**src/rtl/rs_gf8_pkg.sv**
```systemverilog
// rtl/rs_gf8_pkg.sv - GF(8) constants, alpha table and constant-multiply helper for RS(7,3)
package rs_gf8_pkg;

    localparam int SYM_W = 3;
    localparam int N_SYM = 7;
    localparam int K_SYM = 3;
    localparam int N_SYN = N_SYM - K_SYM;
    localparam int CW_W  = SYM_W * N_SYM;

    localparam logic [SYM_W-1:0] ALPHA_POW [0:N_SYM-1] =
        '{3'b001, 3'b010, 3'b100, 3'b011, 3'b110, 3'b111, 3'b101};

    typedef enum logic {IDLE, RUN} state_t;

    // pow is always a constant at the call site, so this folds into a fixed XOR network.
    function automatic logic [SYM_W-1:0] gf8_mul_alpha_pow(input logic [SYM_W-1:0] sym,
                                                           input int pow);
        logic [SYM_W-1:0] c;
        logic [SYM_W-1:0] s;
        logic [SYM_W-1:0] prod;
        c    = ALPHA_POW[pow % N_SYM];
        s    = sym;
        prod = '0;
        for (int b = 0; b < SYM_W; b++) begin
            if (c[b]) prod = prod ^ s;
            s = {s[1], s[0] ^ s[2], s[2]};
        end
        return prod;
    endfunction

endpackage

```
**src/rtl/rs_syndrome_cell.sv**
```systemverilog
// rtl/rs_syndrome_cell.sv - one Horner accumulator evaluating r(x) at a^POW
module rs_syndrome_cell
    import rs_gf8_pkg::*;
#(
    parameter int POW = 1
) (
    input  logic             clk,
    input  logic             reset,
    input  logic             enable,
    input  logic             clear,
    input  logic             step,
    input  logic [SYM_W-1:0] sym_in,
    output logic [SYM_W-1:0] acc_next
);

    logic [SYM_W-1:0] acc;

    assign acc_next = gf8_mul_alpha_pow(acc, POW) ^ sym_in;

    always_ff @(posedge clk) begin
        if (reset) begin
            acc <= '0;
        end else if (enable) begin
            if (clear) begin
                acc <= '0;
            end else if (step) begin
                acc <= acc_next;
            end
        end
    end

endmodule

```
**src/rtl/rs_syndrome_calc.sv**
```systemverilog
// rtl/rs_syndrome_calc.sv - RS(7,3) syndrome calculator: FSM, symbol shifter and four Horner cells
module rs_syndrome_calc
    import rs_gf8_pkg::*;
(
    input  logic                    clk,
    input  logic                    reset,
    input  logic                    enable,
    input  logic                    in_valid,
    output logic                    in_ready,
    input  logic [20:0]             codeword,
    output logic                    out_valid,
    output logic [11:0]             syndromes,
    output logic                    error_detected
);

    state_t           state_q;
    state_t           next_state;
    logic [2:0]       count;
    logic [CW_W-1:0]  shreg;
    logic             accept;
    logic             step;
    logic             done;
    logic [SYM_W-1:0] syn_next [N_SYN];
    logic [11:0]      syn_flat;

    always_ff @(posedge clk) begin
        if (reset) begin
            state_q <= IDLE;
        end else if (enable) begin
            state_q <= next_state;
        end
    end

    always_comb begin
        next_state = state_q;
        in_ready   = 1'b0;
        accept     = 1'b0;
        step       = 1'b0;
        done       = 1'b0;
        case (state_q)
            IDLE: begin
                in_ready = 1'b1;
                accept   = in_valid;
                if (in_valid) next_state = RUN;
            end
            RUN: begin
                step = 1'b1;
                if (count == 3'd6) begin
                    done       = 1'b1;
                    next_state = IDLE;
                end
            end
            default: next_state = IDLE;
        endcase
    end

    // Cells see the top symbol; r6 is consumed first so Horner ends on r0.
    for (genvar j = 0; j < N_SYN; j++) begin : g_cell
        rs_syndrome_cell #(.POW(j + 1)) u_cell (
            .clk      (clk),
            .reset    (reset),
            .enable   (enable),
            .clear    (accept),
            .step     (step),
            .sym_in   (shreg[CW_W-1 -: SYM_W]),
            .acc_next (syn_next[j])
        );
    end

    assign syn_flat = {syn_next[3], syn_next[2], syn_next[1], syn_next[0]};

    always_ff @(posedge clk) begin
        if (reset) begin
            count          <= '0;
            shreg          <= '0;
            out_valid      <= 1'b0;
            syndromes      <= '0;
            error_detected <= 1'b0;
        end else if (enable) begin
            out_valid <= done;
            if (accept) begin
                shreg <= codeword;
                count <= '0;
            end else if (step) begin
                shreg <= {shreg[CW_W-SYM_W-1:0], {SYM_W{1'b0}}};
                count <= done ? 3'd0 : count + 3'd1;
            end
            if (done) begin
                syndromes      <= syn_flat;
                error_detected <= |syn_flat;
            end
        end
    end

endmodule

```
**config.mk**
```make
export PLATFORM = sky130hd
export DESIGN_NAME = rs_syndrome_calc
export DESIGN_NICKNAME = d
export VERILOG_FILES = /design/src/rtl/rs_gf8_pkg.sv /design/src/rtl/rs_syndrome_cell.sv /design/src/rtl/rs_syndrome_calc.sv
export SDC_FILE = /design/constraint.sdc
export NUM_CORES = 1
export LEC_CHECK = 0
export ABC_AREA = 1
export CORE_MARGIN = 5
export CORE_UTILIZATION = 40
export CTS_CLUSTER_DIAMETER = 60
export DETAILED_ROUTE_END_ITERATION = 8
export MAX_ROUTING_LAYER = met4
export PLACE_DENSITY = 0.69
export SETUP_SLACK_MARGIN = 0.3
export SLEW_MARGIN = 20
export SYNTH_ARGS = -nofsm -noshare
export SYNTH_HDL_FRONTEND = slang
export SYNTH_HIERARCHICAL = 1
export SYNTH_SLANG_ARGS = --single-unit
```
**constraint.sdc**
```tcl
create_clock -name clk -period 1.5 [get_ports clk]
set_clock_uncertainty 0.05 [all_clocks]
set_input_delay 0.15 -clock clk [delete_from_list [all_inputs] [get_ports clk]]
set_output_delay 0.15 -clock clk [all_outputs]
set_load 0.01 [all_outputs]
```
After elaboration in Yosys (flattened, before gate mapping)
Index checks and enable logic that the tools add are counted.
{"block": "totals", "ff_bits": 51, "in_bits": 25}
{"block": "classes", "mux": 21, "n_eq_ne": 1, "bitwise_logic": 13, "add_sub_neg": 1, "reduce_logical": 4}
{"op": "21-bit 2-to-1 mux", "n": 2}
{"op": "3-bit 2-to-1 mux", "n": 11}
{"op": "3-bit bitwise XOR", "n": 6}
{"op": "12-bit OR reduction", "n": 1}
{"op": "1-bit 2-to-1 mux", "n": 7}
{"op": "1-bit bitwise XOR", "n": 6}
{"op": "2-bit AND reduction", "n": 2}
{"op": "3-bit by 1-bit adder with 3-bit output (second input constant)", "n": 1}
{"op": "3-bit == test (second input constant)", "n": 1}
{"op": "1-bit case mux with 2 select lines", "n": 1}
{"op": "2-bit nonzero test", "n": 1}
{"op": "1-bit NOT", "n": 1}

Logic depth before layout (Yosys ltp)
{"block": "depth", "word_depth": 6, "depth_mapped": 12, "ltp_nobuf": 12}

Hierarchy
Netlist, hierarchy kept.
{"module": "rs_syndrome_calc", "area_each_um2": 1721.7, "cells_each": 234, "n_inst": 1}
{"module": "rs_syndrome_cell (g_cell[2].u_cell)", "area_each_um2": 249.0, "cells_each": 44, "n_inst": 1}
{"module": "rs_syndrome_cell (g_cell[3].u_cell)", "area_each_um2": 237.7, "cells_each": 44, "n_inst": 1}
{"module": "rs_syndrome_cell (g_cell[1].u_cell)", "area_each_um2": 200.2, "cells_each": 33, "n_inst": 1}
{"module": "rs_syndrome_cell (g_cell[0].u_cell)", "area_each_um2": 173.9, "cells_each": 26, "n_inst": 1}

Worst setup path before layout
Ideal clock, no wire load.
{"block": "synth_timing", "path_type": "reg2reg", "start": "register state_q", "end": "register g_cell[0].u_cell.acc[0]", "period_less_slack_ns": 1.525, "arrival_ns": 1.409, "path_stages_with_launch": 8, "required_time_ns": 1.384, "setup_slack_ns": -0.025, "path_cell_list": "dfxtp_1 > inv_2 > nand2_1 > buf_4 > inv_1 > o21ai_0 > nand2_1 > a21oi_2"}
{"block": "synth_via", "elab_chain_cells": 3, "elab_cells_between_ends": 5}
{"item": "start, declared", "line": "rs_syndrome_calc.sv:16", "rtl": "state_t state_q;"}
{"item": "start signal, assigned", "line": "rs_syndrome_calc.sv:30", "rtl": "state_q <= next_state;"}
{"item": "1-bit 2-to-1 mux *", "line": "rs_syndrome_calc.sv:40", "rtl": "case (state_q)"}
{"item": "via accept", "line": "rs_syndrome_calc.sv:20", "rtl": "logic accept;"}
{"item": "2-bit nonzero test (no line)"}
{"item": "2-bit AND reduction (no line)"}
{"item": "end signal, assigned", "line": "rs_syndrome_cell.sv:27", "rtl": "acc <= acc_next;"}
{"item": "end, declared", "line": "rs_syndrome_cell.sv:16", "rtl": "logic [SYM_W-1:0] acc;"}
The timed path passes the listed nets; every way through them passes the cells marked *.
A chain may end at the register's enable or synchronous reset.

Worst setup path in the final report
{"block": "layout_timing", "start": "register shreg[19]", "end": "register error_detected"}
{"block": "layout_via", "elab_chain_cells": 2, "elab_cells_between_ends": 5}
{"item": "start, declared", "line": "rs_syndrome_calc.sv:19", "rtl": "logic [CW_W-1:0] shreg;"}
{"item": "start signal, assigned", "line": "rs_syndrome_calc.sv:82", "rtl": "shreg <= codeword;"}
{"item": "start signal, assigned", "line": "rs_syndrome_calc.sv:85", "rtl": "shreg <= {shreg[CW_W-SYM_W-1:0], {SYM_W{1'b0}}};"}
{"item": "3-bit bitwise XOR", "line": "rs_syndrome_cell.sv:18", "rtl": "assign acc_next = gf8_mul_alpha_pow(acc, POW) ^ sym_in;"}
{"item": "via syn_flat[10]", "line": "rs_syndrome_calc.sv:24", "rtl": "logic [11:0] syn_flat;"}
{"item": "12-bit OR reduction", "line": "rs_syndrome_calc.sv:90", "rtl": "error_detected <= |syn_flat;"}
{"item": "end signal, assigned", "line": "rs_syndrome_calc.sv:90"}
{"item": "end, declared", "line": "rs_syndrome_calc.sv:13", "rtl": "output logic error_detected"}
The timed path passes the listed nets, and every way through them passes these cells.

==> summary.md <==
| Metric | Value |
|---|---|
| Leak | `1.64 nW` |
| Max_cap viols | `0` |
| Starting Density | `0.409` |
| Diodes inserted | `0` |
| Final WS setup | `0.100 ns` |
| Warnings, synthesis | `6` |
| Max Transition Viols Final | `0` |
| Synth top area share | `0.395` |
| Clock insertion delay at the later pin of the skew report | `0.31 ns` |
| Crit-path max FO | `6` |
| Fin crit period | `1.40 ns` |
| Rows | `29` |
| CTS root buf | `clkbuf_8` |
| DP Area | `3150 sq um` |
| Mapped Area | `2580 sq um` |
| Hold Vio Cnt, Final | `0` |
| Cells on worst reg2reg path | `12` |
| Htree depth | `2` |
| WL/cell | `12.6 microns` |
| Total Routed Length | `6.64 mm` |
| CTS tree | `done` |
| 1st-iter DRT viols | `148` |
| CTS Buffer Depth | `2` |
| Reg2reg start | `shreg[19]` |
| Fin nets | `475` |
| Routed vias | `2575` |
| Crit path DAT | `1.57 ns` |
| TritonCTS Buffers | `5` |
| Commonest non-fill, non-tap cells in the layout | `68 x nand2_1, 38 x dfxtp_1, 33 x inv_1` |
| Setup TNS | `0 ns` |
| Area of the core | `6310 sq um` |
| Placement Setup Slack | `-0.0552 ns` |
| Hold depth | `3` |
| Post-route ant nets | `0` |
| Unrepaired setup endpoints after global routing | `true` |
| Peak supply drop | `0.537 mV` |
| Slew at the pin with the worst max-slew slack | `0.431 ns` |
| # setup viols final | `0` |
| Most common cell after layout, fill and taps aside | `nand2_1` |
| Seq/Total Area, Yosys | `0.395` |
| Clk slew on worst S/H paths | `0.09 ns` |
| Number of register bits inferred by synthesis | `51` |
| Post-Syn Instances | `381` |
| Clock Sinks | `51` |
| Status | `finished, final reports clean` |
| Syn nets | `408` |
| Total power | `3.16 mW` |
| Tcrit/Tclk final | `0.933` |
| Slew headroom | `0.712` |
| DRC violations left | `0` |
| Startpoint Class | `flop` |
| R2R setup slack | `0.10 ns` |
| Area contributors post-synth | `dfxtp_1 40%, nand2_1 13%, o21ai_0 10%` |
| Port bufs | `39` |
| Routability cong. | `0.834` |
| HPWL after detailed placement | `4.04 mm` |
| Worst Hold Launch | `in_valid` |
| GRT overflow | `0` |
| WP data required | `1.67 ns` |
| Post-synth top area cell | `dfxtp_1` |
| Worst Hold Class | `in2reg` |
| Peak Freq | `714 MHz` |
| Antenna violations before repair | `0` |
| PD cells | `828 nW/um^2` |
| Post-synthesis cell type count | `26` |
| Share of cells above drive strength 1 | `0.330` |
| Vias in the first global route | `2422` |
| Critical path capture point type | `flop` |
| Crit path kind | `reg2reg` |
| Die W | `90.4 microns` |
| Hold Path End | `state_q` |
| Avg Inst Size Synth | `6.78 sq um` |
| Global-route usage over all layers | `0.155` |
| Vias per cell | `4.90` |
| Final Cell Area | `3810 sq um` |
| FF-to-FF End | `error_detected` |
| Area Overhead vs Synth | `47.7%` |
| Global-route wire length before repair | `10.5 mm` |
| Die Area | `8160 sq um` |
| Pin count of the biggest net entering global routing | `33` |
| Die Ht | `90.4 microns` |
| Worst hold margin | `0.273 ns` |
| Num ports | `40` |
| First-pass DRT Iterations | `4` |
## area by class of cell
cell class	count	area, sq um
fill	586	2500
clock inverter	2	35.0
multi-input combinational	263	1550
timing repair buffer	74	773
clock buffer	6	82.6
tap	77	96.3
sequential	51	1050
inverter	53	226
## stage by stage
stage / util / std cells
2_1_floorplan: - / 381
5_1_grt: 0.604 / 526
3_3_place_gp: 0.499 / 496
3_5_place_dp: 0.499 / 496
6_report: 0.604 / 526
4_1_cts: 0.527 / 509
## flip-flops by register name, summed over array words and instances, names as in the netlist
name and flops:
shreg 21, g_cell.u_cell/acc 12, syndromes 12, count 3, error_detected 1, out_valid 1
state_q 1
## worst max-delay path by stage
stage	start	endpoint	slack, ns	cells past startpoint
finish	shreg[19]	error_detected	0.10	12
global route	shreg[19]	error_detected	0.006	12
CTS	shreg[19]	error_detected	0.10	12
detailed placement	enable	syndromes[5]	-0.06	4
global placement	enable	syndromes[8]	-0.002	7
floorplan	shreg[18]	error_detected	0.22	12
## cell usage after synthesis
library cell and instances:
nand2_2 6, and2_0 1, nand2_1 91, nand3_2 1, o21ai_1 1, buf_2 5, inv_2 6, xor2_1 3
nand3_1 18, dfxtp_1 51, ha_1 2, a211oi_1 1, a21oi_1 35, and2_2 1, o21ai_0 52, nor2_1 33
buf_6 4, and2_1 6, nand4_2 1, buf_1 1, nor2_4 1, nand3b_1 5, xnor2_1 2, a21oi_2 3
buf_4 4, inv_1 47
## where the power goes
group	leakage, nW	switching (mW)	internal (mW)
Combinational	1.15	0.353	0.349
Sequential	0.423	0.0436	1.40
Clock	0.0612	0.467	0.540
## layer usage
metal | track usage | vias up | part of all wire
met5 | - | - | 0
met4 | 0.0409 | 0 | 0.011
met1 | 0.178 | 1173 | 0.45
met3 | 0.0475 | 6 | 0.038
met2 | 0.262 | 46 | 0.50
li1 | - | 1350 | -
## cells by family (layout without fill, tap and decap cells)
family | Yosys count | in the layout | synth area share
adders and majority gates | 2 | 2 | 0.00969
buffers and inverters | 67 | 135 | 0.117
xor gates and xnor gates | 5 | 5 | 0.0170
and+or+nand+nor | 164 | 164 | 0.277
AOI/OAI and AO/OA | 92 | 92 | 0.184
DFF | 51 | 51 | 0.395
## critical path, stage by stage (launching register included)
cell and delay [ns]:
dfxtp_4 0.41, buf_6 0.13, nand2_4 0.05, nand2_2 0.06
nand2_2 0.05, nand2_2 0.06, inv_2 0.04, nor2_2 0.10
nand2_1 0.07, nor2_2 0.11, nand3_1 0.08, nand2_1 0.06
inv_1 0.03
## repair_timing
| action | 4_1_cts | 5_1_grt |
|---|---|---|
| gates cloned | 0 | 4 |
| hold buffers | 0 | 0 |
| buffers inserted | 5 | 13 |
| resized for setup | 35 | 135 |
| setup endpoints to repair | 61 | 46 |
| pin swaps | 2 | 30 |
(Power assumes the default switching activity.)
